`src/rtl/vending_controller_param.sv`:
```
// Parametrised vending controller: N priced products, saturating credit, cancel/refund, timed dispense.
// Optional per-product stock tracking is compiled in when VEND_STOCK_EN is defined.
`timescale 1ns/1ps
module vending_controller_param #(
    parameter int NUM_PRODUCTS = 3,
    parameter int CREDIT_W     = 8,
    parameter logic [NUM_PRODUCTS*CREDIT_W-1:0] PRICE_LIST = {8'd20, 8'd15, 8'd10},
    parameter int MAX_CREDIT   = 50,
    parameter int DISP_CYCLES  = 4,
    parameter int STOCK_INIT   = 5,
    localparam int ID_W        = (NUM_PRODUCTS > 1) ? $clog2(NUM_PRODUCTS) : 1
) (
    input  logic                    clk,
    input  logic                    reset,
    input  logic                    coin_5,
    input  logic                    coin_10,
    input  logic [NUM_PRODUCTS-1:0] select,
    input  logic                    cancel,
    output logic                    dispense,
    output logic [ID_W-1:0]         dispense_id,
    output logic                    change,
    output logic [CREDIT_W-1:0]     change_amt,
    output logic [CREDIT_W-1:0]     credit,
    output logic                    coin_reject,
    output logic                    busy,
    output logic [NUM_PRODUCTS-1:0] sold_out
);
    typedef enum logic [1:0] {S_IDLE, S_CREDIT, S_DISPENSE, S_CHANGE} state_t;

    localparam int CNT_W = (DISP_CYCLES > 1) ? $clog2(DISP_CYCLES) : 1;
    localparam logic [CREDIT_W:0] L_MAX = (CREDIT_W+1)'(MAX_CREDIT);

    state_t                  r_state, w_state_nxt;
    logic                    r_c5_s, r_c5_p, r_c10_s, r_c10_p, r_can_s, r_can_p;
    logic [NUM_PRODUCTS-1:0] r_sel_s, r_sel_p;
    logic [CREDIT_W-1:0]     r_credit, w_credit_nxt, r_amt, w_amt_nxt;
    logic [CNT_W-1:0]        r_cnt, w_cnt_nxt;
    logic [ID_W-1:0]         r_id, w_id_nxt, w_win_idx;
    logic                    r_disp, w_disp_nxt, r_chg, w_chg_nxt, r_rej, w_rej_nxt, r_busy;
    logic                    w_e5, w_e10, w_ecan, w_win_vld, w_coin_ok, w_buy, w_vend;
    logic [NUM_PRODUCTS-1:0] w_esel, w_sold;
    logic [CREDIT_W:0]       w_coin_val, w_coin_sum, w_base;
    logic [CREDIT_W-1:0]     w_price;

    // Inputs are registered, then edge-detected against the previous sample; both reset
    // high so a switch held through reset needs a fresh press.
    always_ff @(posedge clk or posedge reset) begin
        if (reset) begin
            r_c5_s  <= 1'b1; r_c5_p  <= 1'b1;
            r_c10_s <= 1'b1; r_c10_p <= 1'b1;
            r_can_s <= 1'b1; r_can_p <= 1'b1;
            r_sel_s <= '1;   r_sel_p <= '1;
        end else begin
            r_c5_s  <= coin_5;  r_c5_p  <= r_c5_s;
            r_c10_s <= coin_10; r_c10_p <= r_c10_s;
            r_can_s <= cancel;  r_can_p <= r_can_s;
            r_sel_s <= select;  r_sel_p <= r_sel_s;
        end
    end

    assign w_e5       = r_c5_s & ~r_c5_p;
    assign w_e10      = r_c10_s & ~r_c10_p;
    assign w_ecan     = r_can_s & ~r_can_p;
    assign w_esel     = r_sel_s & ~r_sel_p;
    assign w_coin_val = (w_e5 ? (CREDIT_W+1)'(5) : '0) + (w_e10 ? (CREDIT_W+1)'(10) : '0);
    assign w_coin_sum = {1'b0, r_credit} + w_coin_val;
    assign w_coin_ok  = (w_coin_sum <= L_MAX);

    // Lowest-index select edge wins.
    always_comb begin
        w_win_vld = 1'b0;
        w_win_idx = '0;
        for (int i = NUM_PRODUCTS-1; i >= 0; i--) begin
            if (w_esel[i]) begin
                w_win_vld = 1'b1;
                w_win_idx = ID_W'(i);
            end
        end
    end

    assign w_price = PRICE_LIST[int'(w_win_idx)*CREDIT_W +: CREDIT_W];
    assign w_buy   = w_win_vld && !w_sold[w_win_idx] && (r_credit >= w_price);

    always_comb begin
        w_state_nxt  = r_state;
        w_credit_nxt = r_credit;
        w_disp_nxt   = r_disp;
        w_cnt_nxt    = r_cnt;
        w_id_nxt     = r_id;
        w_chg_nxt    = 1'b0;
        w_amt_nxt    = '0;
        w_rej_nxt    = 1'b0;
        w_vend       = 1'b0;
        w_base       = {1'b0, r_credit} + (w_coin_ok ? w_coin_val : '0);
        case (r_state)
            S_IDLE, S_CREDIT: begin
                w_rej_nxt = (w_coin_val != '0) && !w_coin_ok;
                if (w_ecan && r_state == S_CREDIT) begin
                    w_state_nxt  = S_CHANGE;
                    w_chg_nxt    = 1'b1;
                    w_amt_nxt    = CREDIT_W'(w_base);
                    w_credit_nxt = '0;
                end else if (!w_ecan && w_buy) begin
                    w_state_nxt  = S_DISPENSE;
                    w_credit_nxt = CREDIT_W'(w_base - {1'b0, w_price});
                    w_disp_nxt   = 1'b1;
                    w_cnt_nxt    = CNT_W'(DISP_CYCLES - 1);
                    w_id_nxt     = w_win_idx;
                    w_vend       = 1'b1;
                end else begin
                    w_credit_nxt = CREDIT_W'(w_base);
                    w_state_nxt  = (w_base != '0) ? S_CREDIT : S_IDLE;
                end
            end
            S_DISPENSE: begin
                w_rej_nxt = (w_coin_val != '0);
                if (r_cnt == '0) begin
                    w_disp_nxt = 1'b0;
                    if (r_credit != '0) begin
                        w_state_nxt  = S_CHANGE;
                        w_chg_nxt    = 1'b1;
                        w_amt_nxt    = r_credit;
                        w_credit_nxt = '0;
                    end else begin
                        w_state_nxt = S_IDLE;
                    end
                end else begin
                    w_cnt_nxt = r_cnt - 1'b1;
                end
            end
            S_CHANGE: begin
                w_rej_nxt   = (w_coin_val != '0);
                w_state_nxt = S_IDLE;
            end
            default: w_state_nxt = S_IDLE;
        endcase
    end

    always_ff @(posedge clk or posedge reset) begin
        if (reset) begin
            r_state  <= S_IDLE;
            r_credit <= '0;
            r_disp   <= 1'b0;
            r_cnt    <= '0;
            r_id     <= '0;
            r_chg    <= 1'b0;
            r_amt    <= '0;
            r_rej    <= 1'b0;
            r_busy   <= 1'b0;
        end else begin
            r_state  <= w_state_nxt;
            r_credit <= w_credit_nxt;
            r_disp   <= w_disp_nxt;
            r_cnt    <= w_cnt_nxt;
            r_id     <= w_id_nxt;
            r_chg    <= w_chg_nxt;
            r_amt    <= w_amt_nxt;
            r_rej    <= w_rej_nxt;
            r_busy   <= (w_state_nxt == S_DISPENSE) || (w_state_nxt == S_CHANGE);
        end
    end

`ifdef VEND_STOCK_EN
    localparam int STK_W = (STOCK_INIT > 0) ? $clog2(STOCK_INIT + 1) : 1;
    logic [NUM_PRODUCTS-1:0][STK_W-1:0] r_stock;

    always_ff @(posedge clk or posedge reset) begin
        if (reset) begin
            for (int i = 0; i < NUM_PRODUCTS; i++) r_stock[i] <= STK_W'(STOCK_INIT);
        end else if (w_vend) begin
            r_stock[w_win_idx] <= r_stock[w_win_idx] - 1'b1;
        end
    end

    always_comb begin
        for (int i = 0; i < NUM_PRODUCTS; i++) w_sold[i] = (r_stock[i] == '0);
    end
`else
    assign w_sold = '0;
`endif

    assign dispense    = r_disp;
    assign dispense_id = r_id;
    assign change      = r_chg;
    assign change_amt  = r_amt;
    assign credit      = r_credit;
    assign coin_reject = r_rej;
    assign busy        = r_busy;
    assign sold_out    = w_sold;
endmodule

```
`config.mk`:
```
export PLATFORM = sky130hd
export DESIGN_NAME = vending_controller_param
export DESIGN_NICKNAME = d
export VERILOG_FILES = /design/src/rtl/vending_controller_param.sv
export SDC_FILE = /design/constraint.sdc
export NUM_CORES = 1
export LEC_CHECK = 0
export BUFFER_PORTS_ARGS = -buffer_cell sky130_fd_sc_hd__buf_2
export CORE_MARGIN = 4
export CORE_UTILIZATION = 37
export DETAILED_ROUTE_END_ITERATION = 12
export GPL_ROUTABILITY_DRIVEN = 0
export GPL_TIMING_DRIVEN = 0
export PLACE_DENSITY_LB_ADDON = 0.08
export SLEW_MARGIN = 20
export SYNTH_ARGS = -nofsm -noshare
export SYNTH_HDL_FRONTEND = slang
export SYNTH_SLANG_ARGS = --single-unit
```
`constraint.sdc`:
```
create_clock -name clk -period 11 [get_ports clk]
set_clock_uncertainty 0.05 [all_clocks]
set_input_delay 2.75 -clock clk [delete_from_list [all_inputs] [get_ports clk]]
set_output_delay 2.75 -clock clk [all_outputs]
set_load 0.005 [all_outputs]
```
==> metrics.sh <==
FLOORPLAN.DIE.WIDTH_MICRONS=93.6
SYN-MEAN-INSTANCE-AREA_SQ_UM=9.32
SYN-CELL-AREA_SQ_UM=2710
PLACE.PORT_BUFFERS=29
GRT.MET3_USAGE_PCT=2.82
FIRST_PASS_ITERS=4
SYNTH.TOP_CELL.AREA_SHARE_PCT=24.0
YS_FF_LATCH=38
POWER-PER-CELL-AREA_nW_PER_UM2=262
MAX_CAP_VIOL_COUNT=0
GRT_SETUP_UNREPAIRED='no'
POSTCTSRESIZEDCELLS=0
CTS_SETUP_BUFFERS=0
PERIOD_NEEDED_NS=5.59
WORSTPATHCELLLIST='nand2b_1 -> clkbuf_1 -> xnor2_1 -> ha_1 -> a21oi_1 -> xor2_1 -> mux2_2 -> o22ai_1 -> o21ai_0 -> nor2_1 -> ha_1 -> a21o_1 -> a22o_4 -> xnor2_1 -> ha_1 -> a21oi_1 -> and3_1 -> and4_1 -> nor4_1 -> a311o_1 -> o211ai_1'
NETLIST_TOP_CELLS_AREA='sky130_fd_sc_hd__dfrtp_1 (24%), sky130_fd_sc_hd__dfstp_2 (12%), sky130_fd_sc_hd__ha_1 (6.9%)'
HTREE_LEVELS=2
GRT_PASS1_VIAS=2257
DRT_FIRST_ITER_VIOLATIONS=98
FINAL_LAYOUT_SIZE_SUFFIX_GT1_SHARE_PCT=23.2
POST_DRT_VIA_CELL_RATIO=5.42
SYNTH-EDFF-COUNT=0
PATH_CLASS='flop to flop'
ANTENNA_VIOLATIONS_BEFORE_REPAIR=0
DP.FINAL_HPWL_MICRONS=5310
DIEHEIGHT_MICRONS=93.6
LEAKAGEPOWER_nW=1.46
CPPEAKSTAGEDELAY_NS=0.53
CTS_HOLD_REPAIR_BUFFERS=0
PLACEMENT_ROWS=30
CRITICAL_PATH_ARRIVAL_NS=5.71
GRTUSAGEMET1_PCT=21.8
TIMING.CRITICAL_PATH.BUF_INV=1
POST_ROUTE_DRC_VIOLATION_COUNT=0
ANTENNA_CELLS=0
FIN_TOTAL_PWR_mW=0.829
MAXSLEWVIOLCOUNT=0
SYNTH.LARGEST_AREA_CELL='sky130_fd_sc_hd__dfrtp_1'
TOTALWIRELENGTH_MICRONS=6940
YOSYS.CELL_COUNT.TOP_TYPE='sky130_fd_sc_hd__dfrtp_1'
FINAL_NETS=356
CLK_TRANSITION_REPORTED_PATHS_NS=0.08
CTS_ROOT_BUF='sky130_fd_sc_hd__clkbuf_8'
CRITICAL-PATH-TOP-DELAY-FAMILY='compound AO/OA/AOI/OAI gates'
SYNTHARSTFLOPSHARE_PCT=100
TIMING.CRITICAL_PATH.REQUIRED_NS=11.11
MAX_FREQ_GHz=0.179
START_KIND='flop'
SYNTH_SEQUENTIAL_AREA_RATIO_PCT=35.6
VDD_DROP_MAX_V=0.000106
MAX-CLOCK-PATH-BUFFERS=2
CELL_COUNT_AFTER_SYNTHESIS=291
ROUTEDWLPERCELL_MICRONS=16.2
YS_DOMINANT_REG_CELL='sky130_fd_sc_hd__dfrtp_1'
FINALSETUPVIOLCOUNT=0
WORST_SKEW_LATE_LATENCY_NS=0.29
VIAS=2318
SYNTH_TO_LAYOUT_AREA_GROWTH_PCT=16.8
YOSYS_WARNINGS=0
WORST-PATH-MAX-FANOUT=8
WORST_PIN_SLEW_NS=0.714
CORE_OUTLINE_AREA_SQ_UM=6940
CLOCK_SINK_COUNT=38
CRIT_TOP_CELL='sky130_fd_sc_hd__ha_1'
N_FILL_CELL=705
DESIGN.DIE.AREA_SQ_UM=8770
SHARE_OF_THE_CLOCK_PERIOD_USED_BY_THE_WORST_PATH_PCT=50.9
CPMAXSTAGEDELAYCELL='sky130_fd_sc_hd__dfstp_2'
GRT_FIRST_PASS_WIRELENGTH_MICRONS=11500
REPORT.FINAL.HOLD_VIOL_COUNT=0
GLOBALROUTETOTALUTIL_PCT=16.7
TRITONCTS='built'
DP.CELLS=420
TOTALNEGATIVESETUPSLACK_NS=0
FINAL_CORE_UTIL_PCT=45.6
STDCELL_COUNT=428
DRTANTENNAVIOLNETS=0
GLOBALROUTE.BUSIESTLAYER='met2'
OUTCOME='complete, no violations'
HP-CLASS='flop to flop'
GLOBAL_ROUTE.USAGE.MET2_PCT=28.5
MAX_SLEW_MARGIN_PCT=52.3
SETUP.WORST_PATH.END_CLASS='flop'
SYNTHDISTINCTLIBCELLS=62
GLOBALROUTEOVERFLOWTOTAL=0
CTS_BUFFERS=5
START_UTIL_PCT=39.1
SYNTH.TOP_CELLS.BY_COUNT='sky130_fd_sc_hd__dfrtp_1 (26), sky130_fd_sc_hd__nor2_1 (23), sky130_fd_sc_hd__nand2_1 (21)'
GRT_MAX_DEGREE=22
IOS=33
-- path summary, 6_finish.rpt --
path | startpoint | end | slack (ns) | cells past startpoint
worst min register to register | r_can_s | r_can_p | 0.32 | 0
max in group asynchronous | reset | r_can_p | 8.00 | 3
min in group asynchronous | reset | dispense_id[0] | 2.39 | 2
worst max register to register | r_c10_p | credit[5] | 5.41 | 21
worst min-delay path | r_can_s | r_can_p | 0.32 | 0
worst max-delay path | r_c10_p | credit[5] | 5.41 | 21
-- placed cells by master, fill, tap and decap left out, drive strengths merged, types with 3 or more instances in the layout --
cell / count
a2111oi: 3
a211oi: 4
a21o: 10
a21oi: 12
a221oi: 3
a222oi: 3
a22o: 8
and2: 3
and3: 5
buf: 40
clkbuf: 16
conb: 3
dfrtp: 26
dfstp: 12
ha: 15
inv: 17
mux2: 3
nand2: 21
nand2b: 7
nand3: 7
nor2: 24
nor2b: 7
nor3: 5
nor4: 3
o21ai: 15
o22ai: 3
o2bb2ai: 3
o31a: 3
or2: 3
xnor2: 10
xor2: 5
-- final cells by class --
class,instances,area (sq um),area share [%]
clock inverter,3,68.8,2.17
tap,96,120,3.79
clock buffer,5,68.8,2.17
timing repair buffer,31,180,5.69
multi-input combinational,218,1600,50.4
sequential,38,966,30.5
inverter,17,63.8,2.01
buffer,20,103,3.24
-- cells by family after synthesis --
kind of cell | count (synthesis) | share of synthesized area [%]
buffers and inverters | 37 | 6.13
and+or+nand+nor | 92 | 17.3
AOI/OAI and AO/OA | 86 | 25.6
muxes | 5 | 1.98
other | 1 | 0.138
xor gates and xnor gates | 15 | 4.84
adders and majority gates | 17 | 8.39
DFF | 38 | 35.6
-- flip-flops by register name, indices dropped and copies added, names as in the netlist, 2 cells and up --
name	count
change_amt	8
credit	8
r_sel_p	3
r_sel_s	3
dispense_id	2
r_cnt	2
r_state	2
-- power breakdown --
part           internal [mW]  leakage [nW]  switching (mW)
Combinational          0.197         0.933           0.285
Sequential             0.177         0.457          0.0270
Clock                 0.0909        0.0683          0.0526
Total                  0.464          1.46           0.365
-- metrics by stage --
| step | instance area (sq um) | setup WS [ns] | hold slack (ns) |
|---|---|---|---|
| after floorplan | 2720 | 6.10 | 0.301 |
| after global placement | 2990 | 5.44 | 0.304 |
| after detailed placement | 3030 | 5.41 | 0.305 |
| after CTS | 3160 | 5.38 | 0.319 |
| after global routing | 3170 | 4.91 | 0.325 |
| final | 3170 | 5.41 | 0.316 |
-- routing by layer --
layer	part of all wire, %	vias up	routed length (microns)
li1	-	1131	-
met5	0	-	0
met1	46	1131	3230
met4	1.3	0	88
met2	48	48	3300
met3	4.7	8	325
No activity file was read; power rests on OpenSTA's default activity.
